--- src/rtl/vlc_frame_tx.sv ---
// vlc_frame_tx: VLC transmit frame sequencer (preamble, optional guard via VLC_FRAME_TX_GUARD_EN, payload)
module vlc_frame_tx #(
    parameter int WIDTH       = 10,
    parameter int PRE_LEN     = 128,
    parameter int PRE_DELAY   = 2,
    parameter int PAYLOAD_LEN = 256,
    parameter int GUARD_LEN   = 16,
    parameter int IDLE_VALUE  = 0
) (
    input  logic             clk,
    input  logic             reset,
    input  logic             i_start,
    output logic             o_busy,
    output logic             o_done,
    output logic             o_pre_start,
    input  logic [WIDTH-1:0] i_pre_data,
    input  logic             i_pre_end,
    input  logic [WIDTH-1:0] i_pl_data,
    input  logic             i_pl_valid,
    output logic             o_pl_ready,
    output logic [WIDTH-1:0] o_data,
    output logic             o_valid,
    output logic             o_underrun,
    output logic             o_pre_err
);
    localparam logic [WIDTH-1:0] IDLE_D = WIDTH'(IDLE_VALUE);
    if (PAYLOAD_LEN < 1 || PAYLOAD_LEN > 65535 || PRE_DELAY < 1 || GUARD_LEN < 1 || GUARD_LEN > 255) begin : g_bad_param
        $error("vlc_frame_tx: parameter out of range");
    end
    typedef enum logic [2:0] {
        IDLE,
        START,
        PRE_WAIT,
        PREAMBLE,
`ifdef VLC_FRAME_TX_GUARD_EN
        GUARD,
`endif
        PAYLOAD,
        DONE
    } state_t;
    state_t state_q, state_d;
    logic [15:0] cnt_q, cnt_d, pre_t_q, pre_t_d;
    logic [WIDTH-1:0] data_q, data_d;
    logic valid_q, valid_d, underrun_q, underrun_d, pre_err_q, pre_err_d, done_q, done_d;
    logic accept, busy;
    always_comb begin
        state_d = state_q;
        unique case (state_q)
            IDLE:     if (i_start && !done_q) state_d = START;
            START:    state_d = PRE_DELAY > 1 ? PRE_WAIT : PREAMBLE;
            PRE_WAIT: if (cnt_q == 16'(PRE_DELAY - 2)) state_d = PREAMBLE;
`ifdef VLC_FRAME_TX_GUARD_EN
            PREAMBLE: if (cnt_q == 16'(PRE_LEN - 1)) state_d = GUARD;
            GUARD:    if (cnt_q == 16'(GUARD_LEN - 1)) state_d = PAYLOAD;
`else
            PREAMBLE: if (cnt_q == 16'(PRE_LEN - 1)) state_d = PAYLOAD;
`endif
            PAYLOAD:  if (cnt_q == 16'(PAYLOAD_LEN - 1)) state_d = DONE;
            DONE:     state_d = IDLE;
            default:  state_d = IDLE;
        endcase
    end
    // o_done is registered so it lands one cycle after the last registered sample
    always_comb begin
        accept     = state_q == IDLE && i_start && !done_q;
        busy       = state_q != IDLE;
        cnt_d      = (state_d != state_q || state_q == IDLE) ? 16'd0 : cnt_q + 16'd1;
        pre_t_d    = !busy ? 16'd0 : (&pre_t_q ? pre_t_q : pre_t_q + 16'd1);
        pre_err_d  = accept ? 1'b0 : pre_err_q | (busy && (i_pre_end != (pre_t_q == 16'(PRE_LEN + 1))));
        underrun_d = accept ? 1'b0 : underrun_q | (state_q == PAYLOAD && !i_pl_valid);
`ifdef VLC_FRAME_TX_GUARD_EN
        valid_d    = state_q == PREAMBLE || state_q == GUARD || state_q == PAYLOAD;
`else
        valid_d    = state_q == PREAMBLE || state_q == PAYLOAD;
`endif
        data_d     = state_q == PREAMBLE ? i_pre_data :
                     (state_q == PAYLOAD && i_pl_valid) ? i_pl_data : IDLE_D;
        done_d     = state_q == DONE;
    end
    always_ff @(posedge clk) begin
        if (reset) begin
            state_q    <= IDLE;
            cnt_q      <= '0;
            pre_t_q    <= '0;
            data_q     <= IDLE_D;
            valid_q    <= 1'b0;
            underrun_q <= 1'b0;
            pre_err_q  <= 1'b0;
            done_q     <= 1'b0;
        end else begin
            state_q    <= state_d;
            cnt_q      <= cnt_d;
            pre_t_q    <= pre_t_d;
            data_q     <= data_d;
            valid_q    <= valid_d;
            underrun_q <= underrun_d;
            pre_err_q  <= pre_err_d;
            done_q     <= done_d;
        end
    end
    assign o_busy      = busy;
    assign o_done      = done_q;
    assign o_pre_start = state_q == START;
    assign o_pl_ready  = state_q == PAYLOAD;
    assign o_data      = data_q;
    assign o_valid     = valid_q;
    assign o_underrun  = underrun_q;
    assign o_pre_err   = pre_err_q;
endmodule

--- config.mk ---
export PLATFORM = sky130hd
export DESIGN_NAME = vlc_frame_tx
export DESIGN_NICKNAME = d
export VERILOG_FILES = /design/src/rtl/vlc_frame_tx.sv
export SDC_FILE = /design/constraint.sdc
export NUM_CORES = 1
export LEC_CHECK = 0
export CORE_MARGIN = 4
export CORE_UTILIZATION = 40
export DETAILED_ROUTE_END_ITERATION = 12
export GPL_ROUTABILITY_DRIVEN = 0
export GPL_TIMING_DRIVEN = 1
export PLACE_DENSITY = 0.73
export SYNTH_ARGS = -nofsm -noshare
export SYNTH_HDL_FRONTEND = slang
export SYNTH_SLANG_ARGS = --single-unit
--- constraint.sdc ---
create_clock -name clk -period 2.05 [get_ports clk]
set_input_delay 0.205 -clock clk [delete_from_list [all_inputs] [get_ports clk]]
set_output_delay 0.205 -clock clk [all_outputs]
set_load 0.01 [all_outputs]
After elaboration in Yosys (flattened, before gate mapping)

Cells that the tools add are included.

Logic and storage cells: 47
Output and inout port bits: 17
Bits in registers: 49

Reductions and logical operators: 17
Equal/unequal tests: 10
Bitwise gates (word level): 3
Multiplexer cells: 7
Add/subtract/negate cells: 2

Operators with widths:

| operator                                       | count |
|---|---|
| adder 16 x 1 -> 16 bit, second input constant  | 2 |
| == test 16 x 8 -> 1 bit, second input constant | 2 |
| two-way mux 10 bit                             | 2 |
| == test 16 x 7 -> 1 bit, second input constant | 1 |
| zero test 16 bit                               | 1 |
| AND reduction 16 bit                           | 1 |
| case mux 3 bit (5 select lines)                | 1 |
| two-way mux 3 bit                              | 4 |
| == test 3 x 2 -> 1 bit, second input constant  | 2 |
| == test 3 bit, second input constant           | 2 |
| logical AND 1 bit                              | 6 |
| OR reduction 2 bit                             | 3 |
| == test 3 x 1 -> 1 bit, second input constant  | 1 |
| zero test 3 bit                                | 1 |
| inequality test 3 bit                          | 1 |
| nonzero test 3 bit                             | 1 |
| zero test 1 bit                                | 2 |
| logical OR 1 bit                               | 2 |
| OR 1 bit                                       | 2 |
| inequality test 1 bit                          | 1 |
| inverter 1 bit                                 | 1 |

Longest topological paths before layout

Gate-level depths: netlist (run 1).

Depth in word-level cells: 7
Gate-level depth with buffers: 8
Mapped depth without buffers: 6

Worst setup path after synthesis (run 1)

No wires, ideal clock.

Kind: register to register
From: register cnt_q[0]
To: register cnt_q[0]
Path slack: 0.281 ns
Setup time: 0.078 ns
Buffers on the path: 1
Data arrival time: 1.691 ns
Required time: 1.972 ns
Clock period less this slack: 1.769 ns
Cell stages (with the launch flop): 7
Path through: dfxtp_1 > ha_1 > and4_4 > and4_4 > a311o_1 > buf_4 > nor3_1

Word-level cells in the longest chain between the ends: 6
Elaborated cells between the ends (all ways): 11
Classes of those cells: 1 x add/sub; 3 x eq/ne; 4 x mux; 3 x reduce/logical

Ends and longest elaborated chain:

| item                                            | RTL line   | source |
|---|---|---|
| start, declared                                 | 42         | `logic [15:0] cnt_q, cnt_d, pre_t_q, pre_t_d;` |
| start signal, assigned                          | 92         | `cnt_q <= cnt_d;` |
| == test 16 x 8 -> 1 bit (tied with other cells) | 58         | `PAYLOAD: if (cnt_q == 16'(PAYLOAD_LEN - 1)) state_d = DONE;` |
| two-way mux 3 bit, on equally long branches     | 58, 51, 56 |  |
| case mux 3 bit (5 select lines)                 | 48         | `unique case (state_q)` |
| inequality test 3 bit                           | 67         | `cnt_d = (state_d != state_q \|\| state_q == IDLE) ? 16'd0 : cnt_q + 16'd1;` |
| logical OR 1 bit                                | 67         |  |
| OR reduction 2 bit (no source line)             | n/a        |  |

Several ways; a longest one is shown, not always the timed one.
A chain may end at the register's enable or synchronous reset.

Final worst setup path (run 1)

From: register state_q[1]
To: output port o_busy

Word-level cells in the longest chain between the ends: 1

Ends and longest elaborated chain:

| item                   | RTL line | source |
|---|---|---|
| start, declared        | 41       | `state_t state_q, state_d;` |
| start signal, assigned | 91       | `state_q <= state_d;` |
| nonzero test 3 bit     | 66       | `busy = state_q != IDLE;` |
| end, declared          | 13       | `output logic o_busy,` |

Every way passes these cells.

==> flow_summary_export.csv, run 1 <==
group,metric,value,unit
run_status,run_status,"finished clean",
yosys,synth_mux_area_frac,0.01724,
worst_setup_path,critPathLaunchType,"flip-flop",
finish,final_area,2939,µm²
power,power,1.714,mW
timing,finalClockSkew,7.694,ps
finish,multi_input_area,1249,µm²
yosys,ys_ff_latch,49,
worst_setup_path,reg2regPathDepth,6,
finish,synthToLayoutAreaGrowth,26.56,%
yosys,synth_fa_ha_area_frac,0.02155,
yosys,yosysTopAreaCell,"dfxtp_1",
yosys,async_flop_share,0,
floorplanning,rows,27,
global_route,busiest_layer,"met2",
clocking,cts_hold_buffers,0,
placement,port_buffers,41,
power,p_int,1.303,mW
clocking,htreeDepth,2,
timing,rsz0062_at_grt,"no",
power,peakVddDrop,367.3,µV
timing,setup_viol,0,
power,pwr-share-comb,0.120,
clocking,cts_tree,"yes",
timing,finalHoldViolations,0,
finish,regArea,980.9,µm²
yosys,synthTopCellsByArea,"dfxtp_1, nor2_1, nor3_1",
power,power.net_switching,410.8,µW
yosys,synth.cell_area,2322,µm²
detailed_routing,vias,2124,
detailed_routing,wl_per_cell,14.46,µm
yosys,ys_warn_count,0,
global_route,use_met3,0.03435,
global_route,grt_pass1_vias,2064,
power,power_density,583.2,nW/µm²
floorplanning,pin_count,42,
timing,fin_setup_tns,0,ps
clocking,cts_max_path_buffers,2,
worst_setup_path,crit_type,"flip-flop to output pin",
clocking,cts.sinks,49,
job,cap_violations,0,
floorplanning,dieArea,7089,µm²
placement,place_area,2865,µm²
finish,finish.utilization,0.5273,
detailed_routing,wl,5.612,mm
yosys,synth_xor_area_frac,0.05280,
yosys,ys_seq_area_frac,0.4224,
worst_setup_path,crit_required,1850,ps
detailed_routing,ant_nets,0,
yosys,synth_ff_type,"dfxtp_1",
finish,drive_gt1_frac,0.08544,
timing,finalMaxSlewViolations,0,
worst_setup_path,critPathCaptureType,"output pin",
floorplanning,initial_core_util,0.4166,
clocking,insertion_delay,300,ps
detailed_routing,drc,0,
yosys,netlist_instances,267,
finish,n_fill_cell,512,
yosys,netlist_top_cells_count,"dfxtp_1, nor2_1, nand2_1, nor3_1, nand3_1",
floorplanning,die_x,84.20,µm
yosys,syn-num-nets,296,
clocking,clockRootBuffer,"clkbuf_8",
power,power.leakage,0.9787,nW
worst_hold_path,hp-class,"flip-flop to flip-flop",
power,seqPwrFrac,0.574,
clocking,cts_buffers,5,
yosys,yosys.area_share.simple,0.2974,
worst_setup_path,arrival,1690,ps
floorplanning,coreArea,5574,µm²
global_route,globalRouteTotalUtil,0.1614,
yosys,synth_top_family_by_area,"simple AND/OR/NAND/NOR gates",
worst_setup_path,cp_max_fo,8,
timing,maxSlewHeadroom,0.6531,
timing,finalCriticalPeriod,1892,ps
clocking,path_clk_slew,80,ps
yosys,synth_compound_gate_area_share,0.1487,
detailed_routing,avgViaCountPerCell,5.474,
clocking,cts_resized,0,
global_route,grt.met2_usage,0.2604,
floorplanning,die_h,84.20,µm
yosys,avgSynthCellArea,8.697,µm²
yosys,synth.most_common_cell,"dfxtp_1",
timing,period_share,0.9228,
yosys,ys_types,46,
clocking,cts_setup_buffers,0,
global_route,grt_antenna_before_repair,0,
yosys,synth_top_area_share,0.4224,
global_route,grt_max_degree,16,
global_route,grt-ovfl-total,0,
power,clkPwrFrac,0.306,
finish,diodes,0,
detailed_routing,drtIter0Drc,102,
global_route,grtUsageMet1,0.2181,
detailed_routing,dr.pass1.iters,4,
timing,tightest_slew,518.4,ps
finish,nNetsFinal,346,
timing,fmax,0.5286,GHz
worst_hold_path,holdPathStages,1,
placement,post-dp-hpwl,4.214,mm
power,swShare,0.2396,
global_route,grt_pass1_wl,9.584,mm
yosys,synth_edf_count,0,
[power by group through the flow]
stage | logic, mW | registers (mW) | clock network [mW]
floorplan | 0.0944 | 1.00 | 0
CTS | 0.206 | 0.984 | 0.541
global route | 0.226 | 0.987 | 0.580
detailed placement | 0.205 | 1.01 | 0
finish | 0.205 | 0.984 | 0.525
global placement | 0.203 | 1.00 | 0
[critical path, stage by stage (launching register included)]
cell and delay [ps]:
dfxtp_1 400, nor3_1 420, inv_1 80, clkdlybuf4s50_1 490
[layer usage]
metal	part of all wire	routed length, µm
met1	0.47	2664
met2	0.48	2711
met3	0.030	171
met4	0.011	64
met5	0	0
[cell type report]
cell class / instances / area share
Clock inverter: 1 / 0.001703
Tap cell: 72 / 0.03065
Clock buffer: 5 / 0.02341
Multi-Input combinational cell: 197 / 0.4249
Timing Repair Buffer: 54 / 0.1728
Sequential cell: 49 / 0.3338
Inverter: 10 / 0.01277
[per-stage QoR]
step,hold slack [ps],instances,worst slack [ps]
2_1_floorplan,353.3,267,281.0
3_3_place_gp,448.1,382,280.9
3_5_place_dp,454.3,382,195.7
4_1_cts,472.9,388,147.3
5_1_grt,518.0,388,18.86
6_report,468.8,388,158.2
[path summary, 6_finish.rpt]
path,from,to,slack [ps]
worst max-delay path,state_q[1]$_SDFF_PP0_,o_busy,160
worst min-delay path,o_underrun$_SDFF_PP0_,o_underrun$_SDFF_PP0_,470
worst max register to register,cnt_q[0]$_SDFF_PP0_,cnt_q[7]$_SDFF_PP0_,170
worst min register to register,o_underrun$_SDFF_PP0_,o_underrun$_SDFF_PP0_,470
[registers in the layout, summed over array words and instances (netlist names)]
signal      cells
o_done          1
o_valid         1
state_q         3
o_data         10
o_pre_err       1
o_underrun      1
cnt_q          16
pre_t_q        16
[cells by family after synthesis]
logic type | Yosys count
AO/OA/AOI/OAI | 49
XOR/XNOR | 14
adder cells (fa/ha/maj) | 4
buffers and inverters | 21
flip-flops | 49
multiplexers | 4
AND/OR/NAND/NOR | 126
[layout by cell type, fill, tap and decap left out, drive strengths merged, types with 9 or more instances in the layout]
cell           netlist  layout
nor2                27      27
nor3                16      16
buf                  6      13
or3                  9       9
nand2               18      18
dfxtp               49      49
xnor2                9       9
a21oi               12      12
nor4                11      11
a22oi               10      10
clkdlybuf4s50        0      41
inv                 10      10
nand4                9       9
nand3               14      14
(Power assumes the default switching activity.)
==> inputs of run 2 (changes only) <==
- ABC_AREA: not set -> 1
- PLACE_DENSITY: 0.73 -> 0.72
==> flow_summary_export.csv, run 2 <==
group,metric,value,unit
floorplanning,initial_core_util,0.4190,
timing,finalCriticalPeriod,1852,ps
timing,fin_setup_tns,0,ps
floorplanning,dieArea,7648,µm²
finish,nNetsFinal,414,
detailed_routing,avgViaCountPerCell,4.777,
clocking,clockRootBuffer,"clkbuf_8",
yosys,ys_warn_count,0,
worst_setup_path,critPathLaunchType,"flip-flop",
clocking,cts.sinks,49,
clocking,cts_buffers,5,
timing,maxSlewHeadroom,0.7311,
yosys,synth_edf_count,0,
yosys,synthTopCellsByArea,"dfxtp_1, nand2_1, inv_1",
clocking,insertion_delay,300,ps
finish,drive_gt1_frac,0.1321,
detailed_routing,drc,0,
timing,period_share,0.9034,
timing,finalHoldViolations,0,
power,pwr-share-comb,0.102,
floorplanning,pin_count,42,
power,swShare,0.2233,
floorplanning,rows,28,
placement,post-dp-hpwl,4.044,mm
power,power_density,637.0,nW/µm²
detailed_routing,vias,2202,
clocking,cts_hold_buffers,0,
global_route,grt-ovfl-total,0,
yosys,synth.most_common_cell,"nand2_1",
finish,n_fill_cell,571,
global_route,globalRouteTotalUtil,0.1453,
timing,rsz0062_at_grt,"no",
worst_setup_path,crit_type,"flip-flop to output pin",
timing,finalMaxSlewViolations,0,
global_route,grt_pass1_wl,8.928,mm
finish,final_common_cell,"nand2_1",
power,power.leakage,1.145,nW
placement,port_buffers,41,
timing,fmax,0.5400,GHz
global_route,grt_antenna_before_repair,0,
detailed_routing,dr.pass1.iters,4,
power,peakVddDrop,322.3,µV
finish,mostFrequentLayoutCells,"nand2_1, dfxtp_1, inv_1, clkdlybuf4s50_1, nor2_1",
yosys,ys_seq_area_frac,0.3885,
clocking,cts_resized,0,
run_status,run_status,"finished clean",
power,p_int,1.559,mW
power,power.net_switching,448.1,µW
worst_setup_path,crit_required,1850,ps
finish,finish.utilization,0.5228,
yosys,synth_top_area_share,0.3885,
placement,place_ws,292.0,ps
detailed_routing,drtIter0Drc,88,
floorplanning,die_x,87.45,µm
worst_setup_path,critPathCaptureType,"output pin",
job,cap_violations,0,
power,power,2.007,mW
timing,setup_slack,198.1,ps
yosys,yosysTopAreaCell,"dfxtp_1",
detailed_routing,wl,5.318,mm
worst_hold_path,hp-class,"flip-flop to flip-flop",
global_route,grt_max_degree,17,
yosys,netlist_top_cells_count,"nand2_1, dfxtp_1, inv_1, nor2_1, nand3_1",
global_route,grt_pass1_vias,1982,
clocking,cts_max_path_buffers,2,
yosys,async_flop_share,0,
clocking,cts_tree,"yes",
power,clkPwrFrac,0.409,
floorplanning,die_h,87.45,µm
floorplanning,coreArea,6026,µm²
yosys,ys_types,34,
timing,setup_viol,0,
detailed_routing,wl_per_cell,11.54,µm
clocking,cts_setup_buffers,0,
yosys,netlist_instances,339,
clocking,path_clk_slew,90,ps
yosys,syn-num-nets,368,
yosys,synth.cell_area,2525,µm²
timing,tightest_slew,402.9,ps
worst_setup_path,arrival,1650,ps
finish,diodes,0,
clocking,htreeDepth,2,
finish,synthToLayoutAreaGrowth,24.78,%
timing,finalClockSkew,8.582,ps
yosys,ys_ff_latch,49,
detailed_routing,ant_nets,0,
yosys,avgSynthCellArea,7.448,µm²
power,seqPwrFrac,0.489,
worst_setup_path,cp_max_fo,6,
yosys,synth_ff_type,"dfxtp_1",
==> run 2: cell families after synthesis <==
family                     share of synthesized area
and+or+nand+nor                               0.3494
buffers and inverters                        0.09712
DFF                                           0.3885
AOI/OAI and AO/OA                            0.09316
xor gates and xnor gates                     0.05203
adders and majority gates                    0.01982
==> run 2: worst paths after layout <==
kind	endpoint	cells after the start	startpoint	slack, ps
max reg2reg	cnt_q[7]$_SDFF_PP0_	9	cnt_q[0]$_SDFF_PP0_	280
max	o_pl_ready	3	state_q[2]$_SDFF_PP0_	200
min	o_underrun$_SDFF_PP0_	2	o_underrun$_SDFF_PP0_	450
min reg2reg	o_underrun$_SDFF_PP0_	2	o_underrun$_SDFF_PP0_	450
==> run 2: per-stage QoR <==
| step | instances | hold WS [ps] | cell area, µm² |
|---|---|---|---|
| after CTS | 461 | 441.1 | 3151 |
| after floorplan | 339 | 348.1 | 2525 |
| final | 461 | 445.9 | 3151 |
| after global routing | 461 | 436.4 | 3151 |
| after detailed placement | 453 | 435.3 | 3013 |
| after global placement | 453 | 432.6 | 3013 |
==> run 2: final cells by class <==
class / instances / area (µm²) / share of cell area
clock buffers: 5 / 68.82 / 0.02184
clock inverters: 3 / 68.82 / 0.02184
inverters: 57 / 214.0 / 0.06791
multi-input cells: 229 / 1299 / 0.4122
flip-flops and latches: 49 / 980.9 / 0.3114
well taps: 75 / 93.84 / 0.02979
repair buffers: 43 / 425.4 / 0.1350
==> run 2: worst max-delay path, cell delays in order (launching register included) <==
cell             delay [ps]
dfxtp_1                 450
inv_2                   120
nor2_4                  200
clkdlybuf4s50_1         580
==> run 2: layer usage <==
metal  track usage  share of wire  vias to the layer above
li1              -              -                     1155
met1        0.2035           0.47                      995
met2        0.2185           0.47                       43
met3       0.03406          0.044                        9
met4       0.04881          0.014                        0
met5             0              0                        -
==> run 2: power by group through the flow <==
stage               clock (mW)  combinational, mW  sequential [mW]
global route             0.894              0.223            0.984
finish                   0.820              0.205            0.981
floorplan                    0              0.117             1.00
detailed placement           0              0.207             1.00
global placement             0              0.204             1.00
CTS                      0.845              0.207            0.981
==> variant (settings of run 1) <==
The 6 states of `state_t` get a Gray code encoding in 3 bits.
--- a/src/rtl/vlc_frame_tx.sv
+++ b/src/rtl/vlc_frame_tx.sv
@@ -28,15 +28,15 @@
         $error("vlc_frame_tx: parameter out of range");
     end
     typedef enum logic [2:0] {
-        IDLE,
-        START,
-        PRE_WAIT,
-        PREAMBLE,
+        IDLE     = 3'b000,
+        START    = 3'b001,
+        PRE_WAIT = 3'b011,
+        PREAMBLE = 3'b010,
 `ifdef VLC_FRAME_TX_GUARD_EN
         GUARD,
 `endif
-        PAYLOAD,
-        DONE
+        PAYLOAD  = 3'b110,
+        DONE     = 3'b111
     } state_t;
     state_t state_q, state_d;
     logic [15:0] cnt_q, cnt_d, pre_t_q, pre_t_d;
Function: no difference found for any inputs over 10 cycles, from zero or initial values and one cycle with reset high; not proved beyond that.
==> variant against run 1 <==
- global-route usage is 0.69 points lower
- power up 4.9%
- wire length decreased by 3.9%
- cell count shrank 3.1%
- worst setup slack better by 8.3 ps
- critical path depth is the same
- sequential share of layout area is essentially flat
- final area hardly changed
- area after synthesis increased by 3.0%
- sequential power is 1% higher
- sequential cell count did not move
- die area up 2.7%
- largest cell class unchanged
==> variant: results (changes against run 1) <==
* Multi-input gates at 196 (-0.51%)
* Layout cells sized above 1 at 9.87% (+1.3 points)
* Area of the multi-input gates at 1320 sq um (+5.7%)
* Hold WS at 493 ps (+24.4 ps)
* First-pass GRT wire length at 9.52 mm (-0.72%)
* Final std cells w/o fill at 376 (-3.1%)
* Status: complete, no violations
* Crit path to: o_pre_start
* Metal3 WL at 262 um (+53%)
* Wl on met1 at 2.55 mm (-4.2%)
* Fill cells at 515 (+0.59%)
* Final WL at 5.39 mm (-3.9%)
* Reg2reg setup slack at 250 ps (+80 ps)
* Worst slew margin at 64.5% (-0.76 points)
* Layout sequential cell count at 49 (unchanged)
* Sequential area share after synthesis at 41.0% (-1.2 points)
* Switching Fraction at 25.6% (+1.6 points)
* Worst Hold End: cnt_q[15]$_SDFF_PP0_
* Routed vias/inst at 5.64 (+3.1%)
* Hold path start: cnt_q[15]$_SDFF_PP0_
* Max Clk Rate at 0.531 GHz (+0.44%)
* FF-to-FF path depth at 5 (-1)
* Crit. Startpoint: state_q[0]$_SDFF_PP0_
* Syn_nets at 293 (-1.0%)
* Synthesized instance count at 264 (-1.1%)
* Data buffer area share at 14.7% (-2.6 points)
* Final net count at 332 (-4.0%)
* DP Cell Count at 368 (-3.7%)
* Post-DP HPWL at 4.01 mm (-4.8%)
* Met2 wire length at 2.54 mm (-6.3%)
* Max FO, Critical Path at 9 (+1)
* Synth area leaders: dfxtp_1, nor2_1, a211oi_2
* Met3 GRT Util at 4.37% (+0.93 points)
* Clock skew at 13.7 ps (+6.05 ps)
* Inverter count at 7 (-3)
* Grt met2 use at 25.6% (-0.48 points)
* Worst vdd ir at 0.340 mV (-7.5%)
* Tot GR Track Use at 15.5% (-0.69 points)
## variant: cell types whose count changed after synthesis, sizes merged, moves of 3 or more
cell,run 1,this run
and3,1,6
inv,10,7
a31oi,2,7
a211oi,4,9
nor3,16,11
o21a,4,1
## variant: kinds of logic after synthesis
logic type	after synthesis	share of synthesized area (%)
AND/OR/NAND/NOR	122	28.9
adder cells (fa/ha/maj)	4	2.09
XOR/XNOR	13	4.76
buffers and inverters	19	3.82
AO/OA/AOI/OAI	52	17.3
flip-flops	49	41.0
multiplexers	5	2.09
## variant: worst max-delay path: stages, from the launching register on
cell	delay, ps
dfxtp_1	510
nand2b_1	160
nor2_1	150
clkdlybuf4s50_1	560
## variant: power by group through the flow
stage / sequential, mW / clock (mW) / combinational [mW]
final: 0.994 / 0.566 / 0.238
after global routing: 0.999 / 0.624 / 0.261
after CTS: 0.994 / 0.588 / 0.241
after detailed placement: 1.02 / 0 / 0.240
after global placement: 1.01 / 0 / 0.236
after floorplan: 1.01 / 0 / 0.130
